--- src/rtl/cpu_pkg.sv ---
// Shared CPU definitions: reset PC, fetch-stage state encoding and MIPS
// instruction field positions used by the front end.
package cpu_pkg;
  localparam logic [31:0] RESET_PC = 32'h0040_0000;

  typedef enum logic [1:0] {
    FETCH = 2'd0,  // request outstanding, output register empty
    FULL  = 2'd1,  // output register holds a valid instruction
    DROP  = 2'd2,  // request outstanding, its data will be thrown away
    HANG  = 2'd3   // memory timed out, fetch frozen until reset
  } fetch_state_e;

  localparam int IMM_LSB = 0;
  localparam int IMM_MSB = 15;
endpackage

--- src/rtl/fetch_watchdog.sv ---
// Instruction-memory watchdog: counts cycles a request waits without an
// acknowledge and raises a sticky timeout flag.
//   clk, rst_n : clock, async active-low reset
//   i_req      : request active this cycle
//   i_ack      : memory acknowledge this cycle
//   o_fire     : this cycle is the one that reaches the limit (combinational)
//   o_timeout  : sticky timeout flag, cleared only by reset
module fetch_watchdog #(
  parameter int TIMEOUT = 255,
  parameter int CNT_W   = 8
) (
  input  logic clk,
  input  logic rst_n,
  input  logic i_req,
  input  logic i_ack,
  output logic o_fire,
  output logic o_timeout
);
  localparam logic [CNT_W-1:0] LAST = CNT_W'(TIMEOUT - 1);

  logic [CNT_W-1:0] r_cnt;
  logic             r_timeout;
  logic             w_wait;

  assign w_wait    = i_req & ~i_ack;
  // TIMEOUT = 0 disables the watchdog entirely.
  assign o_fire    = (TIMEOUT != 0) && w_wait && (r_cnt == LAST) && !r_timeout;
  assign o_timeout = r_timeout;

  always_ff @(posedge clk or negedge rst_n) begin
    if (!rst_n) begin
      r_cnt     <= '0;
      r_timeout <= 1'b0;
    end else begin
      if (i_ack)       r_cnt <= '0;
      else if (w_wait) r_cnt <= r_cnt + 1'b1;
      if (o_fire)      r_timeout <= 1'b1;
    end
  end
endmodule

--- src/rtl/fetch_unit.sv ---
// Instruction fetch stage: owns the fetch PC, issues req/ack reads to
// instruction memory and registers the returned word for decode.
//   clk, rst_n            : clock, async active-low reset
//   imem_req/addr         : memory request and word address (held until ack)
//   imem_ack/rdata        : memory response
//   id_ready              : decode consumes instr this cycle
//   redir_valid/redir_pc  : branch/jump redirect
//   instr/imm16           : registered instruction and its immediate field
//   pc_out/pc_plus4       : PC of instr and PC+4
//   instr_valid           : instr/pc_out valid
//   misalign              : one-cycle pulse for a redirect target with [1:0] != 0
//   imem_timeout          : sticky memory watchdog flag
module fetch_unit #(
  parameter logic [31:0] RESET_PC = cpu_pkg::RESET_PC,
  parameter int          TIMEOUT  = 255,
  parameter int          CNT_W    = 8
) (
  input  logic        clk,
  input  logic        rst_n,
  output logic        imem_req,
  output logic [31:0] imem_addr,
  input  logic        imem_ack,
  input  logic [31:0] imem_rdata,
  input  logic        id_ready,
  input  logic        redir_valid,
  input  logic [31:0] redir_pc,
  output logic [31:0] instr,
  output logic [15:0] imm16,
  output logic [31:0] pc_out,
  output logic [31:0] pc_plus4,
  output logic        instr_valid,
  output logic        misalign,
  output logic        imem_timeout
);
  import cpu_pkg::*;

  fetch_state_e r_state;
  logic [31:0]  r_fetch_pc, r_hold_addr, r_instr, r_pc_out;
  logic         r_valid, r_misalign;
  logic         w_req, w_fire;
  logic [31:0]  w_addr, w_redir_pc;

  // FULL only issues the next read when decode is draining the register and
  // no redirect is about to make that read pointless.
  assign w_req = (r_state == FETCH) || (r_state == DROP) ||
                 ((r_state == FULL) && id_ready && !redir_valid);

  // In DROP the fetch PC already points at the redirect target, but the
  // memory still expects the original address until it acknowledges.
  assign w_addr     = (r_state == DROP) ? r_hold_addr : r_fetch_pc;
  assign w_redir_pc = {redir_pc[31:2], 2'b00};

  assign imem_req     = w_req & rst_n;
  assign imem_addr    = {w_addr[31:2], 2'b00};
  assign instr        = r_instr;
  assign imm16        = r_instr[IMM_MSB:IMM_LSB];
  assign pc_out       = r_pc_out;
  assign pc_plus4     = r_pc_out + 32'd4;
  assign instr_valid  = r_valid;
  assign misalign     = r_misalign;

  fetch_watchdog #(.TIMEOUT(TIMEOUT), .CNT_W(CNT_W)) u_wdog (
    .clk       (clk),
    .rst_n     (rst_n),
    .i_req     (imem_req),
    .i_ack     (imem_ack),
    .o_fire    (w_fire),
    .o_timeout (imem_timeout)
  );

  always_ff @(posedge clk or negedge rst_n) begin
    if (!rst_n) begin
      r_state     <= FETCH;
      r_fetch_pc  <= RESET_PC;
      r_hold_addr <= '0;
      r_instr     <= '0;
      r_pc_out    <= '0;
      r_valid     <= 1'b0;
      r_misalign  <= 1'b0;
    end else begin
      r_misalign <= 1'b0;
      if (r_state == HANG) begin
        r_state <= HANG;
      end else if (w_fire) begin
        r_state <= HANG;
        r_valid <= 1'b0;
      end else if (redir_valid) begin
        r_fetch_pc <= w_redir_pc;
        r_valid    <= 1'b0;
        r_misalign <= |redir_pc[1:0];
        if (w_req && !imem_ack) begin
          r_state <= DROP;
          // A second redirect in DROP must not lose the in-flight address.
          if (r_state != DROP) r_hold_addr <= r_fetch_pc;
        end else begin
          r_state <= FETCH;
        end
      end else if (r_state == DROP) begin
        if (imem_ack) r_state <= FETCH;
      end else if (w_req && imem_ack) begin
        r_instr    <= imem_rdata;
        r_pc_out   <= r_fetch_pc;
        r_fetch_pc <= r_fetch_pc + 32'd4;
        r_valid    <= 1'b1;
        r_state    <= FULL;
      end else if ((r_state == FULL) && id_ready) begin
        r_valid <= 1'b0;
        r_state <= FETCH;
      end
    end
  end
endmodule
--- config.mk ---
export PLATFORM = sky130hd
export DESIGN_NAME = fetch_unit
export DESIGN_NICKNAME = d
export VERILOG_FILES = /design/src/rtl/cpu_pkg.sv /design/src/rtl/fetch_watchdog.sv /design/src/rtl/fetch_unit.sv
export SDC_FILE = /design/constraint.sdc
export NUM_CORES = 1
export LEC_CHECK = 0
export CAP_MARGIN = 15
export CORE_MARGIN = 2
export CORE_UTILIZATION = 51
export CTS_BUF_LIST = sky130_fd_sc_hd__clkbuf_8 sky130_fd_sc_hd__clkbuf_16
export CTS_CLUSTER_DIAMETER = 150
export DETAILED_ROUTE_END_ITERATION = 8
export HOLD_SLACK_MARGIN = 0.06
export PLACE_DENSITY = 0.92
export SYNTH_ARGS = -nofsm -noshare
export SYNTH_HDL_FRONTEND = slang
export SYNTH_HIERARCHICAL = 1
export SYNTH_SLANG_ARGS = --single-unit
export TNS_END_PERCENT = 50
--- constraint.sdc ---
create_clock -name clk -period 4.5 [get_ports clk]
set_clock_uncertainty 0.05 [all_clocks]
set_input_delay 0.9 -clock clk [delete_from_list [all_inputs] [get_ports clk]]
set_output_delay 0.9 -clock clk [all_outputs]
set_load 0.005 [all_outputs]
Yosys cells after proc, flatten, opt, wreduce, memory -nomap -nowiden --
Cells that the tools add are included.
Storage, ports and cells: output and inout port bits 148, word-level logic and storage cells 71, register bits after elaboration 141, input bits 69
Cells by class: reduce and logical (&&, ||, !) cells 22, multiplexer cells 22, eq/ne operators 8, add/sub/neg operators 3, bitwise gates (word level) 7
Operators by type and width (count):
- 2-to-1 mux 32 bit | 4
- adder 32 x 3 -> 32 bit (second input constant) | 2
- 2-to-1 mux 2 bit | 8
- 2-to-1 mux 8 bit | 2
- AND reduction 5 bit | 2
- adder 8 x 1 -> 8 bit (second input constant) | 1
- == test 8 bit (second input constant) | 1
- 2-to-1 mux 1 bit | 8
- logical AND 1 bit | 6
- nonzero test 6 bit | 1
- != test 5 x 3 -> 1 bit (second input constant) | 1
- NOT 1 bit | 5
- == test 2 bit (second input constant) | 2
- != test 2 bit (second input constant) | 2
- AND reduction 4 bit | 1
- nonzero test 2 bit | 2
- nonzero test 4 bit | 1
- logical NOT 1 bit | 3
- != test 3 x 2 -> 1 bit (second input constant) | 1
- AND reduction 3 bit | 1
- bitwise AND 1 bit | 2
- == test 2 x 1 -> 1 bit (second input constant) | 1
- logical NOT 2 bit | 1
- logical OR 1 bit | 2
- other kinds (2) | 2

Logic depth before layout (Yosys ltp) --
word-level depth 10, depth in mapped cells 14, gate-level depth less buffers 10

Cells and area by module --
Netlist, hierarchy kept.
Modules (own cells, without submodules):
- fetch_unit | area each 6621.4 sq um, instances 1, seq. area each 3154.3 sq um, cells each 606
- fetch_watchdog | area each 456.7 sq um, instances 1, seq. area each 225.2 sq um, cells each 44

Least setup slack after synthesis --
OpenSTA, ideal clock, no wires.
path kind input -> register, start point in redir_valid, end point reg r_instr[0] (netlist: instr[0]), stages on the path 12, buffers on the path 4, path slack 714 ps, data arrival time 3612 ps, required time 4325 ps, library setup time 125 ps, cells stage by stage clkbuf_1 clkbuf_1 nor2_1 nand2_1 a21boi_0 buf_4 nand4_1 nor4_1 a221oi_4 nand2_2 buf_1 mux2_2
On the way: word-level cells in the longest chain between the ends 9, elaborated cells between the ends (all ways) 11, those cells by class 4 x bitwise; 7 x reduce/logical
RTL lines:
- start, declared | line fetch_unit.sv:25 | input logic redir_valid,
- logical NOT 1 bit | line fetch_unit.sv:46 | ((r_state == FULL) && id_ready && !redir_valid);
- logical AND 1 bit | line fetch_unit.sv:46
- logical OR 1 bit | line fetch_unit.sv:45 | assign w_req = (r_state == FETCH) || (r_state == DROP) ||
- bitwise AND 1 bit | line fetch_unit.sv:53 | assign imem_req = w_req & rst_n;
- named net imem_req | line fetch_unit.sv:20 | output logic imem_req,
- bitwise AND 1 bit | line fetch_watchdog.sv:25 | assign w_wait = i_req & ~i_ack;
- logical AND 1 bit (2 in a row) | line fetch_watchdog.sv:27 | assign o_fire = (TIMEOUT != 0) && w_wait && (r_cnt == LAST) && !r_timeout;
- named net w_fire | line fetch_unit.sv:40 | logic w_req, w_fire;
- NOT 1 bit (no line)
- AND reduction 5 bit (no line)
- end signal, assigned | line fetch_unit.sv:101 | r_instr <= imem_rdata;
- end, declared | line fetch_unit.sv:38 | logic [31:0] r_fetch_pc, r_hold_addr, r_instr, r_pc_out;
The timed path passes the listed nets, and every way through them passes these cells. A chain may end at the register's enable or synchronous reset.

Worst setup path after layout --
start point reg r_pc_out[2] (netlist: pc_out[2]), end point out pc_plus4[22]
On the way: word-level cells in the longest chain between the ends 1
RTL lines:
- start, declared | line fetch_unit.sv:38
- start signal, assigned | line fetch_unit.sv:102 | r_pc_out <= r_fetch_pc;
- adder 32 x 3 -> 32 bit | line fetch_unit.sv:58 | assign pc_plus4 = r_pc_out + 32'd4;
- end, declared | line fetch_unit.sv:30 | output logic [31:0] pc_plus4,
Every way passes these cells.

==> results.tsv <==
metric	value	unit
status	complete, no violations	
place_area	9199	µm²
worstMarginPinSlew	0.9686	ns
clkLatencyLatePin	0.42	ns
finalCritPeriodShare	83.24	%
antenna_cells	0	
stdcell_area	9859	µm²
cts.htree.levels	4	
die_w	121.8	µm
max-vdd-ir-drop	0.2823	mV
crit_path_end_kind	output pin	
worstPathArrival	2.80	ns
die_h	121.8	µm
cts.clk_slew.worst_paths	0.06	ns
syn_avg_cell_area	10.89	µm²
synthCells	650	
slew_headroom	35.43	%
initial_core_util	51.59	%
critPathLaunchType	register	
cp_max_fo	6	
first_pass_iters	5	
synth-seq-cells	135	
final-instance-count-excl-fill	1022	
synth-seq-area-share	47.75	%
fmax	267.0	MHz
root_buffer	clkbuf_16	
grt_max_degree	76	
place_congestion	0.8261	
mostFrequentLayoutCells	clkdlybuf4s50_1 (209), dfrtp_1 (134), mux2_2 (119)	
finalSetupViolations	0	
yosys_warnings	6	
tns	0	ns
netlist_area	7078	µm²
hpwlAfterDp	13730	µm
cts_sinks	135	
synthDominantCellAreaShare	47.37	%
finalPower	6.238	mW
syn2layout_area_growth	39.30	%
rsz0062_at_grt	no	
cts_max_path_buffers	2	
cts_tree	yes	
slowest_stage	clkdlybuf4s50_1	
power_density	632.7	nW/µm²
final_layout_size_suffix_gt1_share	20.67	%
final_common_cell	clkdlybuf4s50_1	
path_cells	ha_1 -> and4_1 -> nand3_1 -> nor4_1 -> nand4_1 -> xnor2_1 -> clkdlybuf4s50_1	
vias	5953	
synth_top_area_cell	dfrtp_1	
synthFlopType	dfrtp_1	
synthTopCellsByArea	dfrtp_1 (47%), mux2_2 (19%), xnor2_1 (2.6%)	
first_iter_violations	651	
ctsResizeCount	0	
slew_violations	0	
coreArea	13720	µm²
dp_cells	990	
vias_per_cell	5.825	
rows	43	
synth_edf_count	0	
hold_violations	0	
grt_pass1_vias	5702	
wire_per_inst	19.30	µm
critPathKind	reg2out	
portBuffers	210	
grt_first_pass_wirelength	31060	µm
p_leak	3.989	nW
grtUsageTotal	27.20	%
routed_wl	19730	µm
antenna_found_initial	0	
maxCapViolCount	0	
num-fill-cells	964	
min_period	3.746	ns
nets	902	
cp.required	3.55	ns
io_pins	217	
post_cts_buffers	0	
cts_buffers	17	
synth_cell_types	54	
ant_nets	0	
min_path_type	reg2reg	
grt_overflow_total	0	
crit_family	simple AND/OR/NAND/NOR gates	
drc	0	
critPathBufInv	1	
die_area	14840	µm²
async_flop_share	100.0	%
hold_buffers	0	
max_stage_delay	0.54	ns
==> cells by family (layout without fill, tap and decap cells) <==
kind of cell	after synthesis	count (layout)	share of synthesized area, %
AOI/OAI and AO/OA	105	105	9.334
xor gates and xnor gates	32	32	3.960
adders and majority gates	4	4	0.7071
buffers and inverters	79	266	5.515
DFF	135	135	47.75
muxes	131	131	20.63
other	1	6	0.05298
and+or+nand+nor	163	163	12.06
==> per-layer routing <==
metal  share of wire (%)  vias up  track usage [%]  wire, µm
met4                 1.5        0            7.543       293
met3                 7.7       29            6.835      1528
met2                  51      295            46.54     10080
met5                   0        -                0         0
met1                  40     2937            34.34      7828
li1                    -     2692                -         -
==> worst reg2reg max path, stage by stage, from the launching register on <==
cell and delay, ns:
dfrtp_1 0.49, nor2_1 0.14, nand2_1 0.06, a21boi_0 0.17, buf_4 0.20, nand4_1 0.14, nor4_1 0.21, buf_4 0.20
a221o_1 0.27, buf_4 0.29, or3_1 0.16, a21oi_1 0.10, a221o_1 0.30
==> state kept, by name (all words and copies together), names as in the netlist <==
name	count
u_wdog/o_timeout	1
r_hold_addr	30
pc_out	30
r_state	2
r_fetch_pc	30
instr	32
u_wdog/r_cnt	8
instr_valid	1
misalign	1
==> power breakdown <==
| group | switching (mW) | total [mW] | internal [mW] |
|---|---|---|---|
| Combinational | 0.862 | 2.45 | 1.59 |
| Sequential | 0.578 | 2.23 | 1.66 |
| Clock | 0.521 | 1.55 | 1.03 |
| Total | 1.96 | 6.24 | 4.28 |
==> path summary, 6_finish.rpt <==
check,slack [ns],start,cells past startpoint,to
max,0.75,pc_out[2],7,pc_plus4[22]
min,0.45,r_hold_addr[31],1,r_hold_addr[31]
max reg2reg,1.59,r_state[1],12,r_fetch_pc[6]
min reg2reg,0.45,r_hold_addr[31],1,r_hold_addr[31]
max in group asynchronous,2.33,rst_n,3,r_hold_addr[4]
min in group asynchronous,0.59,rst_n,2,u_wdog/r_cnt[3]
==> cells in the mapped netlist, types with 7 or more instances <==
cell type,instances
dfrtp_1,134
a21oi_1,33
buf_1,9
inv_1,9
xor2_1,11
nor4_1,8
mux2i_1,12
or3_1,7
mux2_2,119
clkbuf_1,31
nor2_1,26
xnor2_1,21
nand2_1,47
nand4_1,11
o21ai_0,25
buf_4,23
nand3_1,27
o22ai_1,20
nor3_1,9
==> through the flow <==
step,util [%],setup slack [ns],hold slack (ns)
floorplan,-,0.7136,0.4250
global placement,67.05,1.052,0.4319
detailed placement,67.05,0.8887,0.4405
CTS,71.87,0.7068,0.4533
global route,71.87,0.4416,0.4590
finish,71.87,0.7544,0.4528
==> layout make-up <==
type	count	area, µm²	area share, %
repair buffers	224	2221	22.53
multi-input cells	441	3336	33.83
clock buffers	17	425.4	4.315
well taps	180	225.2	2.284
flip-flops and latches	135	3379	34.28
inverters	10	37.54	0.3807
clock inverters	15	235.2	2.386
No activity file was read; power rests on OpenSTA's default activity.
